### src/rtl/booth_mult_seq.sv
// Sequential radix-4 Booth multiplier: one Booth digit retired per clock,
// with a start/ready/busy/done handshake and a signed/unsigned mode.
module booth_mult_seq #(
  parameter int WIDTH = 32
) (
  input  logic               clk,
  input  logic               clear_n,
  input  logic               start,
  input  logic               is_signed,
  input  logic [WIDTH-1:0]   multiplicand,
  input  logic [WIDTH-1:0]   multiplier,
  output logic               ready,
  output logic               busy,
  output logic               done,
  output logic [2*WIDTH-1:0] product
);

  localparam int EW = WIDTH + 2;
  localparam int AW = 2 * EW;
  localparam int N  = WIDTH / 2 + 1;
  localparam int CW = $clog2(N + 1);

  localparam logic [1:0] S_IDLE = 2'd0;
  localparam logic [1:0] S_CALC = 2'd1;
  localparam logic [1:0] S_DONE = 2'd2;

  logic [1:0]         r_state;
  logic [CW-1:0]      r_cnt;
  logic [AW-1:0]      r_acc;
  logic [EW-1:0]      r_a;
  logic               r_bprev;
  logic [2*WIDTH-1:0] r_product;

  logic [2:0]    w_trip;
  logic [EW-1:0] w_a2;
  logic [EW-1:0] w_term;
  logic [EW-1:0] w_sum;
  logic [AW-1:0] w_acc_next;
  logic [EW-1:0] w_a_ext;
  logic [EW-1:0] w_b_ext;

  // Two extension bits let unsigned operands run through the signed Booth path exactly.
  assign w_a_ext = {{2{is_signed & multiplicand[WIDTH-1]}}, multiplicand};
  assign w_b_ext = {{2{is_signed & multiplier[WIDTH-1]}}, multiplier};
  assign w_a2    = {r_a[EW-2:0], 1'b0};

  always_comb begin
    w_trip = {r_acc[1:0], r_bprev};
    case (w_trip)
      3'b001, 3'b010: w_term = r_a;
      3'b011:         w_term = w_a2;
      3'b100:         w_term = -w_a2;
      3'b101, 3'b110: w_term = -r_a;
      default:        w_term = '0;
    endcase
    w_sum      = r_acc[AW-1:EW] + w_term;
    w_acc_next = $signed({w_sum, r_acc[EW-1:0]}) >>> 2;
  end

  always_ff @(posedge clk or negedge clear_n) begin
    if (!clear_n) begin
      r_state   <= S_IDLE;
      r_cnt     <= '0;
      r_acc     <= '0;
      r_a       <= '0;
      r_bprev   <= 1'b0;
      r_product <= '0;
    end else begin
      case (r_state)
        S_IDLE, S_DONE: begin
          if (start) begin
            r_a     <= w_a_ext;
            r_acc   <= {{EW{1'b0}}, w_b_ext};
            r_bprev <= 1'b0;
            r_cnt   <= '0;
            r_state <= S_CALC;
          end else begin
            r_state <= S_IDLE;
          end
        end
        S_CALC: begin
          // N digit steps, then one more cycle to publish the product.
          if (r_cnt == CW'(N)) begin
            r_product <= r_acc[2*WIDTH-1:0];
            r_state   <= S_DONE;
          end else begin
            r_acc   <= w_acc_next;
            r_bprev <= r_acc[1];
            r_cnt   <= r_cnt + CW'(1);
          end
        end
        default: r_state <= S_IDLE;
      endcase
    end
  end

  assign ready   = (r_state == S_IDLE) || (r_state == S_DONE);
  assign busy    = (r_state == S_CALC);
  assign done    = (r_state == S_DONE);
  assign product = r_product;

endmodule
### config.mk
export PLATFORM = sky130hd
export DESIGN_NAME = booth_mult_seq
export DESIGN_NICKNAME = d
export VERILOG_FILES = /design/src/rtl/booth_mult_seq.sv
export SDC_FILE = /design/constraint.sdc
export NUM_CORES = 1
export LEC_CHECK = 0
export BUFFER_PORTS_ARGS = -buffer_cell sky130_fd_sc_hd__buf_2
export CORE_MARGIN = 10
export CORE_UTILIZATION = 25
export DETAILED_ROUTE_END_ITERATION = 12
export HOLD_SLACK_MARGIN = 0.12
export PLACE_DENSITY_LB_ADDON = 0.25
export SYNTH_ARGS = -nofsm -noshare
export SYNTH_HDL_FRONTEND = slang
export SYNTH_SLANG_ARGS = --single-unit
### constraint.sdc
create_clock -name clk -period 6 [get_ports clk]
set_clock_uncertainty 0.05 [all_clocks]
set_input_delay 0.3 -clock clk [delete_from_list [all_inputs] [get_ports clk]]
set_output_delay 0.3 -clock clk [all_outputs]
set_load 0.02 [all_outputs]
======== Word-level counts from Yosys, hierarchy flattened ========
Cells that the tools add are included.
operators by class
  add/sub/neg operators ................... 4
  eq/ne operators ......................... 12
  muxes and demuxes ....................... 13
  bitwise gates (word level) .............. 2
  reduce and logical (&&, ||, !) cells .... 9
operators with widths
  operator             number
  $mux 68              2
  $pmux 34 s4          1
  $pmux 68 s2          1
  $neg 34->34          2
  $add 34x34->34       1
  $mux 5               2
  $pmux 5 s2           1
  $eq 3x3->1 const B   3
  $eq 3x2->1 const B   2
  $reduce_or 2->1      3
  $add 5x1->5 const B  1
  $eq 5x5->1 const B   1
  $ne 2x2->1 const B   2
  $pmux 2 s2           1
  $reduce_and 2->1     2
  $eq 3x1->1 const B   1
  $mux 1               3
  $reduce_and 3->1     1
  $and 1x1->1          2
  $eq 2x1->1 const B   1
  $eq 2x2->1 const B   1
  $logic_not 2->1      1
  $mux 2               1
  $ne 2x1->1 const B   1
  other kinds (3)      3
storage, ports and cells
  bits in registers ....................... 173
  input bits .............................. 68

======== Depth between registers and ports, before layout ========
  depth in word-level cells ............... 6
  gate-level depth with buffers ........... 22

======== Worst setup path after synthesis ========
OpenSTA, ideal clock, no wires.
  path kind ............................... register -> register
  start ................................... register r_a[14]
  end ..................................... register r_acc[66]
  library setup time ...................... 128 ps
  arrival ................................. 3,935 ps
  data required time ...................... 5,822 ps
  setup slack ............................. 1,887 ps
  stages on the path, launching flop included .. 22
  path buffers ............................ 2
  period minus slack after synthesis ...... 4,113 ps
  cells stage by stage .................... dfrtp_1 buf_6 nor4_4 nand3_2 or4_4 buf_6 nor3_1 nand2_1 xor2_1 a21oi_1 a21o_1 a21oi_1 ha_1 a21o_1 a21oi_1 nor2b_1 o21ai_0 nand3_1 or2b_1 o21ai_1 a211o_1 nand3_1
between the ends
  longest elaborated chain between the ends .. 5
RTL lines
  item                            RTL line  text
  from (decl)                     30        logic [EW-1:0] r_a;
  from (signal assigned)          72        r_a <= w_a_ext;
  $neg 34->34 (on tied branches)  53, 52
  $pmux 34 s4 *                   49        case (w_trip)
  $add 34x34->34 *                56        w_sum = r_acc[AW-1:EW] + w_term;
  $mux 68 *                       83        if (r_cnt == CW'(N)) begin
  $pmux 68 s2 *                   69        case (r_state)
  to (signal assigned)            73        r_acc <= {{EW{1'b0}}, w_b_ext};
  to (signal assigned)            87        r_acc <= w_acc_next;
  to (decl)                       29        logic [AW-1:0] r_acc;
Every way passes the cells marked *; elsewhere a longest branch is shown, timed or not. The select of a mux whose other input is x is not followed.
A chain may end at the register's enable or synchronous reset.

======== Worst setup path in the final report ========
  start ................................... register r_acc[0]
  end ..................................... register r_acc[63]
between the ends
  longest elaborated chain between the ends .. 6
RTL lines
  item                                      RTL line
  $eq 3x3->1, or another cell as far along  49
  $reduce_or 2->1                           49
  $pmux 34 s4 *                             49
  $add 34x34->34 *                          56
  $mux 68 *                                 83
  $pmux 68 s2 *                             69
Marks and branches as above.

==> flow_metrics.tcl <==
set metrics [dict create \
    outcome "finished, final reports clean" \
    crit_chain "nor2_1 > nand2_1 > buf_4 > o311ai_0 > ha_1 > and4_1 > nand2_1 > nor2_1 > a211oi_1 > a31oi_1 > a31oi_1 > o21bai_1 > xnor2_1 > o21ai_0" \
    cp.required_ns 6.25 \
    critPathMaxStageDelay_ns 0.71 \
    drtIter0Drc 675 \
    min_path_type "in -> async" \
    ys_seq_area_share_pct 41.7 \
    setup_viol 0 \
    antenna_found_initial 1 \
    finalCritPeriodShare_pct 82.2 \
    avgSynthCellArea_um2 7.91 \
    htreeDepth 4 \
    gr-total-overflow 0 \
    gp_congestion 0.896 \
    syn_to_final_growth_pct 23.0 \
    via_per_inst 4.82 \
    die_x_um 223 \
    io_pins 135 \
    grt_max_degree 70 \
    async_reset_ff_share_pct 100 \
    max_slew_margin_pct 27.9 \
    worstPathArrival_ns 5.19 \
    yosysUniqueCellTypes 69 \
    critPathMaxFanout 25 \
    synth_area_um2 10300 \
    slew_viol_final 0 \
    clk_latency_ns 0.46 \
    rows 74 \
    grt_pass1_vias 9578 \
    timing.fmax_mhz 203 \
    wl_per_cell_um 16.9 \
    postSynthCellCount 1297 \
    cts_tree "built" \
    final_antenna_net_count 0 \
    firstDrtPassIters 5 \
    setup_tns_ns 0 \
    drcViolationCount 0 \
    ys.flop_type "dfrtp_1" \
    clkSlewWorstSetupHoldPaths_ns 0.07 \
    rr_worst_depth 14 \
    dieArea_um2 49500 \
    dpl.hpwl_um 23800 \
    vias 9617 \
    slowest_stage "nand2_1" \
    grt_first_pass_wirelength_um 54300 \
    worst_pin_slew_ns 1.08 \
    port_buffers 134 \
    start_util_pct 25.2 \
    synth_fp_nets 1402 \
    cts_buffers 17 \
    root_buffer "clkbuf_16" \
    cts_sinks 171 \
    nets 1553 \
    cap_violations 0 \
    die_y_um 223 \
    fill_cells 4434 \
    cp-end-kind "flop" \
    core_um2 40700 \
    ys_warn_count 0 \
    synth_edf_count 0 \
    ys_ff_latch 171 \
    period_minus_slack_ns 4.93 \
    cts_resized 0 \
    criticalPathCategory "reg -> reg" \
    hold_viol 0 \
    clockBufferDepth 2 \
    wl_um 33700 \
    grt_setup_unrepaired "no" \
    final_layout_size_suffix_gt1_share_pct 13.8 \
    critPathLaunchType "flop" \
    grt_usage_pct 13.6 \
]
==> registers in the layout (all words and copies together), names as in the netlist <==
register  flops
product      64
r_a          33
r_acc        66
r_bprev       1
r_cnt         5
r_state       2
==> metal layers <==
| layer | routed length, um | up-vias | global-route usage [%] |
|---|---|---|---|
| li1 | - | 4735 | - |
| met2 | 15600 | 201 | 21.5 |
| met5 | 0 | - | 0 |
| met4 | 529 | 0 | 4.01 |
| met1 | 16400 | 4652 | 18.3 |
| met3 | 1210 | 29 | 2.38 |
==> Yosys cell counts (15+ instances only) <==
master / count / area [um2]
nand2_1: 429 / 1610
xnor2_1: 44 / 385
xor2_1: 24 / 210
nor3_1: 15 / 75.1
nor2_1: 75 / 282
a21oi_1: 59 / 295
clkbuf_1: 65 / 244
a31oi_1: 37 / 231
a22oi_1: 26 / 195
ha_1: 36 / 450
nand3_1: 36 / 180
dfrtp_1: 171 / 4280
o21ai_0: 90 / 450
==> cells by family (layout without fill, tap and decap cells) <==
logic type               Yosys count  after routing  share of synthesized area, %
XOR/XNOR                          68             68                          5.81
other                              0              1                             0
multiplexers                       2              2                         0.195
buffers and inverters            101            265                          3.96
flip-flops                       171            171                          41.7
AO/OA/AOI/OAI                    287            287                          17.4
adder cells (fa/ha/maj)           37             37                          4.59
AND/OR/NAND/NOR                  631            631                          26.3
==> per-stage QoR <==
step                hold slack (ns)  std cells  utilization (%)  setup WS (ns)  area [um2]
finish                        0.313       1994             31.0           1.07       12600
global route                  0.356       1994             31.0          0.725       12600
CTS                           0.321       1993             31.0           1.09       12600
detailed placement            0.239       1895             28.0           1.12       11400
global placement              0.235       1895             28.0           1.15       11400
floorplan                   -0.0456       1297                -           1.89       10300
==> path summary, 6_finish.rpt <==
path	start	to	slack (ns)
setup reg to reg	r_acc[0]$_DFFE_PN0P_	r_acc[63]$_DFFE_PN0P_	1.07
min in group clk	product[45]$_DFFE_PN0P_	product[45]$_DFFE_PN0P_	0.42
hold reg to reg	product[45]$_DFFE_PN0P_	product[45]$_DFFE_PN0P_	0.42
max in group asynchronous	clear_n	r_acc[27]$_DFFE_PN0P_	4.33
setup / recovery	r_acc[0]$_DFFE_PN0P_	r_acc[63]$_DFFE_PN0P_	1.07
hold / removal	clear_n	product[61]$_DFFE_PN0P_	0.31
==> layout make-up <==
class	count	area [um2]	area share, %
repair buffers	217	1470	11.6
clock buffers	23	498	3.95
clock inverters	9	62.6	0.496
well taps	532	666	5.28
flip-flops and latches	171	4280	33.9
inverters	16	60.1	0.476
multi-input cells	1025	5580	44.2
diodes	1	2.50	0.0198
==> cell usage in the layout (no fill, tap or decap), types with 4 or more instances in the layout <==
cell | Yosys | layout
xor2_1 | 24 | 24
a21o_1 | 12 | 12
nor3_1 | 15 | 15
a21oi_1 | 59 | 59
clkbuf_8 | 0 | 5
a211oi_1 | 5 | 5
nand2b_1 | 7 | 7
a221oi_1 | 10 | 10
buf_2 | 4 | 133
nor2_1 | 75 | 75
o21bai_1 | 7 | 7
nor4_1 | 10 | 10
inv_1 | 14 | 13
and2_1 | 4 | 4
dfrtp_1 | 171 | 171
o31ai_1 | 5 | 5
clkinv_2 | 0 | 4
nor2b_1 | 9 | 8
dlygate4sd3_1 | 0 | 66
clkbuf_16 | 0 | 17
a221o_1 | 4 | 4
a31oi_1 | 37 | 37
nand3_1 | 36 | 36
o21ai_0 | 90 | 90
buf_4 | 0 | 17
xnor2_1 | 44 | 44
nand2_1 | 429 | 427
and3_1 | 4 | 4
a22oi_1 | 26 | 26
ha_1 | 36 | 36
nand4_1 | 4 | 4
or3_1 | 13 | 13
or2_2 | 4 | 4
==> critical path, delay by kind of cell, from the launching register on <==
kind,cells,cell delay [ns]
AOI/OAI and AO/OA,6,1.73
xor gates and xnor gates,1,0.13
adders and majority gates,1,0.42
buffers and inverters,1,0.40
DFF,1,0.39
and+or+nand+nor,5,1.65
==> timing repair <==
action | CTS | global route
hold buffers | 66 | 0
buffers inserted | 0 | 0
endpoints found under the hold margin | 107 | 0
Power is left out: the tool's default activity adds up to more than one toggle a clock period on the data nets, which glitch-free logic cannot reach.
